**config.mk**
```make
export PLATFORM = sky130hd
export DESIGN_NAME = bram_port_arbiter
export DESIGN_NICKNAME = d
export VERILOG_FILES = /design/src/rtl/bram_port_arbiter.sv
export SDC_FILE = /design/constraint.sdc
export NUM_CORES = 1
export LEC_CHECK = 0
export ABC_AREA = 1
export BUFFER_PORTS_ARGS = -buffer_cell sky130_fd_sc_hd__buf_2
export CORE_MARGIN = 2
export CORE_UTILIZATION = 46
export DETAILED_ROUTE_END_ITERATION = 10
export PLACE_DENSITY = 0.81
export REMOVE_ABC_BUFFERS = 1
export SLEW_MARGIN = 15
export SYNTH_ARGS = -nofsm -noshare
export SYNTH_HDL_FRONTEND = slang
export SYNTH_SLANG_ARGS = --single-unit
export TNS_END_PERCENT = 5
```
**constraint.sdc**
```tcl
create_clock -name clk -period 2.1 [get_ports clk]
set_clock_uncertainty 0.2 [all_clocks]
set_input_delay 0.315 -clock clk [delete_from_list [all_inputs] [get_ports clk]]
set_output_delay 0.315 -clock clk [all_outputs]
set_load 0.01 [all_outputs]
```
**src/rtl/bram_port_arbiter.sv**
```systemverilog
// Shares one single-port block RAM between two requesters (0: loader/debug, 1: core).
// Round-robin arbitration on ties, fixed-latency reads answered with a one-cycle pulse.
module bram_port_arbiter #(
    parameter int ADDR_W = 10,
    parameter int DATA_W = 32,
    parameter int RD_LAT = 2
) (
    input  logic              clk,
    input  logic              rstn,
    input  logic              req0_valid,
    input  logic              req0_we,
    input  logic [ADDR_W-1:0] req0_addr,
    input  logic [DATA_W-1:0] req0_wdata,
    output logic              req0_ready,
    input  logic              req1_valid,
    input  logic              req1_we,
    input  logic [ADDR_W-1:0] req1_addr,
    input  logic [DATA_W-1:0] req1_wdata,
    output logic              req1_ready,
    output logic              rsp0_valid,
    output logic [DATA_W-1:0] rsp0_rdata,
    output logic              rsp1_valid,
    output logic [DATA_W-1:0] rsp1_rdata,
    output logic [ADDR_W-1:0] bram_addr,
    output logic              bram_wea,
    output logic [DATA_W-1:0] bram_din,
    input  logic [DATA_W-1:0] bram_dout,
    output logic              dbg_state
);

    // Handshake: a request transfers on a rising edge where reqN_valid && reqN_ready.
    // Ready is combinational from both valids, asserted only in IDLE; rspN_valid has no back-pressure.

    localparam int CNT_W = 3;

    typedef enum logic {
        IDLE    = 1'b0,
        RD_WAIT = 1'b1
    } state_t;

    state_t            state;
    state_t            state_nxt;
    logic              last_grant;
    logic              owner;
    logic [CNT_W-1:0]  cnt;

    logic              grant0;
    logic              grant1;
    logic              accept;
    logic              sel;
    logic              sel_we;
    logic [ADDR_W-1:0] sel_addr;
    logic [DATA_W-1:0] sel_wdata;
    logic              rd_done;

    always_comb begin
        grant0     = req0_valid & (~req1_valid | last_grant);
        grant1     = req1_valid & (~req0_valid | ~last_grant);
        req0_ready = (state == IDLE) & grant0;
        req1_ready = (state == IDLE) & grant1;
        accept     = req0_ready | req1_ready;
        sel        = req1_ready;
        sel_we     = sel ? req1_we    : req0_we;
        sel_addr   = sel ? req1_addr  : req0_addr;
        sel_wdata  = sel ? req1_wdata : req0_wdata;
        // Data is sampled on the RD_LAT-th edge after the accept edge.
        rd_done    = (state == RD_WAIT) && (cnt == CNT_W'(RD_LAT - 1));

        state_nxt = state;
        case (state)
            IDLE:    if (accept && !sel_we) state_nxt = RD_WAIT;
            RD_WAIT: if (rd_done)           state_nxt = IDLE;
            default: state_nxt = IDLE;
        endcase
    end

    assign dbg_state = (state == RD_WAIT);

    always_ff @(posedge clk or negedge rstn) begin
        if (!rstn) begin
            state <= IDLE;
        end else begin
            state <= state_nxt;
        end
    end

    always_ff @(posedge clk or negedge rstn) begin
        if (!rstn) begin
            last_grant <= 1'b1;
            owner      <= 1'b0;
            cnt        <= '0;
            bram_addr  <= '0;
            bram_wea   <= 1'b0;
            bram_din   <= '0;
            rsp0_valid <= 1'b0;
            rsp0_rdata <= '0;
            rsp1_valid <= 1'b0;
            rsp1_rdata <= '0;
        end else begin
            bram_wea   <= 1'b0;
            rsp0_valid <= 1'b0;
            rsp1_valid <= 1'b0;

            if (accept) begin
                bram_addr  <= sel_addr;
                bram_din   <= sel_wdata;
                bram_wea   <= sel_we;
                last_grant <= sel;
                if (!sel_we) begin
                    cnt   <= '0;
                    owner <= sel;
                end
            end

            if (state == RD_WAIT) begin
                cnt <= cnt + CNT_W'(1);
                if (rd_done) begin
                    if (owner) begin
                        rsp1_valid <= 1'b1;
                        rsp1_rdata <= bram_dout;
                    end else begin
                        rsp0_valid <= 1'b1;
                        rsp0_rdata <= bram_dout;
                    end
                end
            end
        end
    end

endmodule
```
After elaboration in Yosys (flattened, before gate mapping)
Index checks and enable logic that the tools add are counted.

cells by class
  add/subtract/negate cells = 1
  equal/unequal tests = 2
  mux-type cells = 16
  bitwise logic cells = 13
  reductions and logical operators = 8

operators by type and width
  kind                                           count
  two-way mux 32 bit                             1
  two-way mux 1 bit                              10
  two-way mux 10 bit                             1
  two-way mux 3 bit                              3
  inverter 1 bit                                 6
  AND reduction 3 bit                            2
  AND 1 bit                                      4
  AND reduction 2 bit                            2
  adder 3 x 1 -> 3 bit, second input constant    1
  == test 3 x 1 -> 1 bit, second input constant  1
  bitwise OR 1 bit                               3
  logical AND 1 bit                              2
  != test 2 bit, second input constant           1
  case mux 1 bit (2 select lines)                1
  nonzero test 2 bit                             1
  logical NOT 1 bit                              1

word-level totals
  flip-flop bits (word level) = 115
  output and inout port bits = 112
  logic and storage cells = 51

Logic depth before layout (Yosys ltp)
  depth after elaboration = 9
  gate-level depth with buffers = 10
  gate-level depth less buffers = 8

Worst setup path before layout
OpenSTA, ideal clock, no wires.

  kind = reg-to-reg
  from = register cnt[1]
  to = register rsp0_rdata[21]
  arrival time = 1.352 ns
  setup slack = 0.418 ns
  cell stages (with the launch flop) = 11
  period minus slack after synthesis = 1.682 ns
  cells stage by stage = dfrtp_1 inv_1 ha_1 nand2_2 nor2_4 inv_2 or2_1 buf_6 buf_6 nand2_2 o21ai_1

on the way
  cells in the longest elaborated chain, start to end = 3

RTL lines
  item                                  RTL line  RTL
  start: declaration                    45        logic [CNT_W-1:0] cnt;
  start signal: assignment              116       cnt <= cnt + CNT_W'(1);
  == test 3 x 1 -> 1 bit                67        rd_done = (state == RD_WAIT) && (cnt == CNT_W'(RD_LAT - 1));
  logical AND 1 bit                     67
  AND reduction 3 bit (no source line)  n/a
  end signal: assignment                123       rsp0_rdata <= bram_dout;
  end: declaration                      21        output logic [DATA_W-1:0] rsp0_rdata,

No other way between the ends.
A chain may end at the register's enable or synchronous reset.

Worst setup path in the final report
  from = register state (netlist: dbg_state)
  to = output port req1_ready

on the way
  cells in the longest elaborated chain, start to end = 2

RTL lines
  item                      RTL line  RTL
  start: declaration        41        state_t state;
  start signal: assignment  83        state <= state_nxt;
  inverter 1 bit            60        req1_ready = (state == IDLE) & grant1;
  AND 1 bit                 60
  end: declaration          19        output logic req1_ready,

No other way between the ends.

==> results_dict.tcl <==
set metrics [dict create \
    power_leakage_nw 4.11 \
    endpoint_kind "output port" \
    clk_latency_ns 0.50 \
    regToRegSetupSlack_ns 0.24 \
    regToRegStartpoint "cnt[1]" \
    io_buffer_count 233 \
    area_growth_syn_to_layout_pct 66.2 \
    tns_ns 0 \
    antenna_found_initial 1 \
    p_switching_mw 4.45 \
    post-dp-hpwl_um 9080 \
    sw_frac_of_total_pct 37.4 \
    setup_viol 0 \
    slowest_stage "dfrtp_1" \
    grt_pass1_vias 5470 \
    seq_area_um2 2880 \
    finalNonFillerCells 1011 \
    drv_slew 0 \
    min_period_ns 2.00 \
    fin_area_um2 8000 \
    yosys-top-cells-area "dfrtp_1, nand2_1, a31oi_1" \
    synth-seq-cells 115 \
    placed_cells 858 \
    row_count 37 \
    core_um2 10200 \
    rsz0062_at_grt "no" \
    hold_path_class "in -> reg" \
    floorplan.initialDensity_pct 47.0 \
    cp_cell_sequence "inv_4 > nand3_4 > inv_6 > buf_2" \
    reg2reg_depth 9 \
    finalHoldViolCount 0 \
    ys_seq_area_share_pct 59.8 \
    r2r_end "rsp0_rdata[30]" \
    clk_pin_slew_ns 0.05 \
    cts_tree "built" \
    synth-edff-count 0 \
    first_pass_iters 8 \
    htreeDepth 4 \
    timing.fmax_ghz 0.499 \
    min_path_cells 4 \
    yosysTopAreaCellShare_pct 59.3 \
    hold_path_end "bram_wea" \
    die_y_um 106 \
    powerDensity_nw_per_um2 1490 \
    vias 5296 \
    pwr-share-comb_pct 38.8 \
    power_mw 11.9 \
    yosys_warnings 0 \
    syn_inst 511 \
    cts_buffer_depth 2 \
    die_area_um2 11300 \
    critPathArrivalTime_ns 1.49 \
    p_seq_share_pct 34.2 \
    required_ns 1.58 \
    final_nets 985 \
    peakVddDrop_mv 0.766 \
    route.detailed.drc 0 \
    hp-start "req0_valid" \
    grt_usage_pct 30.5 \
    place_area_um2 6120 \
    drtIter0Drc 451 \
    synth_area_leader_cell "dfrtp_1" \
    cts_buffers 17 \
    drtAntennaViolNets 0 \
    intPower_mw 7.44 \
    use_met1_pct 35.1 \
    whs_ns 0.0301 \
    grt_max_degree 87 \
    grtUsageMet3_pct 8.89 \
    met2_usage_pct 51.3 \
    multi_input_area_um2 1620 \
    grt.overflow.total 0 \
    max_cap_viol_count 0 \
    synth-main-ff-cell "dfrtp_1" \
    via_per_inst 5.24 \
    slowest_delay_ns 0.44 \
    num_io_pins 234 \
    status "complete, no violations" \
    cp-start-kind "flip-flop" \
    synth_cell_type_count 24 \
    finalWirelength_um 17100 \
    path_max_fanout 11 \
    avgSynthCellArea_um2 9.42 \
    synth-async-reset-ratio_pct 100 \
    clkPwrFrac_pct 27.0 \
    grt_pass1_wl_um 26800 \
    routedWlPerCell_um 16.9 \
    synth_most_common_cell "nand2_1" \
    gp_congestion 0.837 \
    grt.busiest_layer "met2" \
    syn_area_um2 4810 \
    die_w_um 106 \
    path_class "reg -> out" \
    relSlewSlack_pct 72.0 \
    clock-root-buffer "clkbuf_8" \
    cts_sinks 115 \
    tightest_slew_ns 0.421 \
    n_fill_cell 574 \
    layout-drive-gt1-share_pct 37.5 \
    ys_top_cells_by_count "nand2_1, dfrtp_1, a31oi_1, nor2_1, inv_1" \
    finalCritPeriodShare_pct 95.5 \
]
routing by layer:
| metal | routed length [um] | vias up |
|---|---|---|
| met5 | 0 | - |
| met4 | 768 | 0 |
| met3 | 1760 | 94 |
| met2 | 8320 | 390 |
| met1 | 6220 | 2456 |
| li1 | - | 2356 |
final cells by class:
cell class,count,area share (%)
Clock buffer,23,6.09
Inverter,40,1.97
Timing Repair Buffer,362,31.4
Clock inverter,8,2.14
Antenna cell,2,0.0626
Sequential cell,115,36.0
Tap cell,136,2.13
Multi-Input combinational cell,325,20.2
power groups by stage:
stage | Combinational [mW] | Clock (mW) | Sequential (mW)
final | 4.62 | 3.21 | 4.07
after global routing | 5.04 | 3.33 | 4.16
after CTS | 4.42 | 3.23 | 3.97
after detailed placement | 4.23 | 0 | 3.98
after global placement | 4.07 | 0 | 3.93
after floorplan | 1.85 | 0 | 4.46
logic make-up after synthesis:
logic type	Yosys count	synth area share (%)
adder cells (fa/ha/maj)	2	0.520
buffers and inverters	71	6.81
flip-flops	115	59.8
AO/OA/AOI/OAI	111	14.5
AND/OR/NAND/NOR	211	18.2
XOR/XNOR	1	0.182
repair_timing:
item,CTS,global route
hold buffers,120,0
setup endpoints to repair,1,1
cloned,0,0
gates resized for setup,3,1
endpoints found under the hold margin,223,0
buffers inserted,0,0
placed cells by master, fill, tap and decap left out:
| cell type | Yosys | layout |
|---|---|---|
| buf_2 | 13 | 232 |
| nand2_1 | 138 | 137 |
| dlygate4sd3_1 | 0 | 120 |
| dfrtp_1 | 114 | 114 |
| nor2_1 | 42 | 42 |
| a31oi_1 | 42 | 42 |
| inv_1 | 37 | 37 |
| o21ai_0 | 33 | 33 |
| nand2_2 | 22 | 23 |
| o21ai_2 | 23 | 23 |
| clkbuf_16 | 0 | 16 |
| o21ai_1 | 10 | 10 |
| clkbuf_8 | 0 | 6 |
| buf_12 | 0 | 6 |
| bufinv_16 | 0 | 5 |
| buf_4 | 0 | 4 |
| or2_2 | 2 | 3 |
| nand3_1 | 3 | 3 |
| diode_2 | 0 | 2 |
| a21oi_1 | 2 | 2 |
| ha_1 | 2 | 2 |
| inv_4 | 0 | 1 |
| nand3_4 | 0 | 1 |
| inv_6 | 0 | 1 |
| nor2_4 | 1 | 1 |
| inv_2 | 3 | 1 |
| nand4_1 | 1 | 1 |
| a21boi_0 | 1 | 1 |
| xnor2_1 | 1 | 1 |
| clkinvlp_4 | 0 | 1 |
| clkinv_2 | 0 | 1 |
| clkinv_4 | 0 | 1 |
| clkbuf_1 | 12 | 1 |
| dfstp_2 | 1 | 1 |
flip-flops by register name, indices dropped and copies added, names as in the netlist:
signal      cells
bram_wea        1
owner           1
bram_addr      10
bram_din       32
rsp0_valid      1
dbg_state       1
rsp1_rdata     32
rsp0_rdata     32
last_grant      1
rsp1_valid      1
cnt             3
through the flow:
step	worst slack, ns	utilization, %
after global placement	0.300	59.8
after floorplan	-0.880	-
after detailed placement	0.257	59.8
after CTS	0.0405	78.1
final	0.0951	78.2
after global routing	0.00540	78.1
worst max-delay path: cells and delay by family (launching register included):
| kind | cells | cell delay [ns] |
|---|---|---|
| DFF | 1 | 0.44 |
| buffers and inverters | 3 | 0.42 |
| and+or+nand+nor | 1 | 0.12 |
worst max-delay path by stage:
stage / from / to / depth (start not counted)
after global routing: dbg_state / req1_ready / 4
after detailed placement: cnt[1] / rsp0_rdata[1] / 9
after floorplan: cnt[0] / rsp0_rdata[0] / 7
after global placement: cnt[1] / rsp0_rdata[1] / 9
final: dbg_state / req1_ready / 4
after CTS: dbg_state / req1_ready / 4
(Power assumes the default switching activity.)
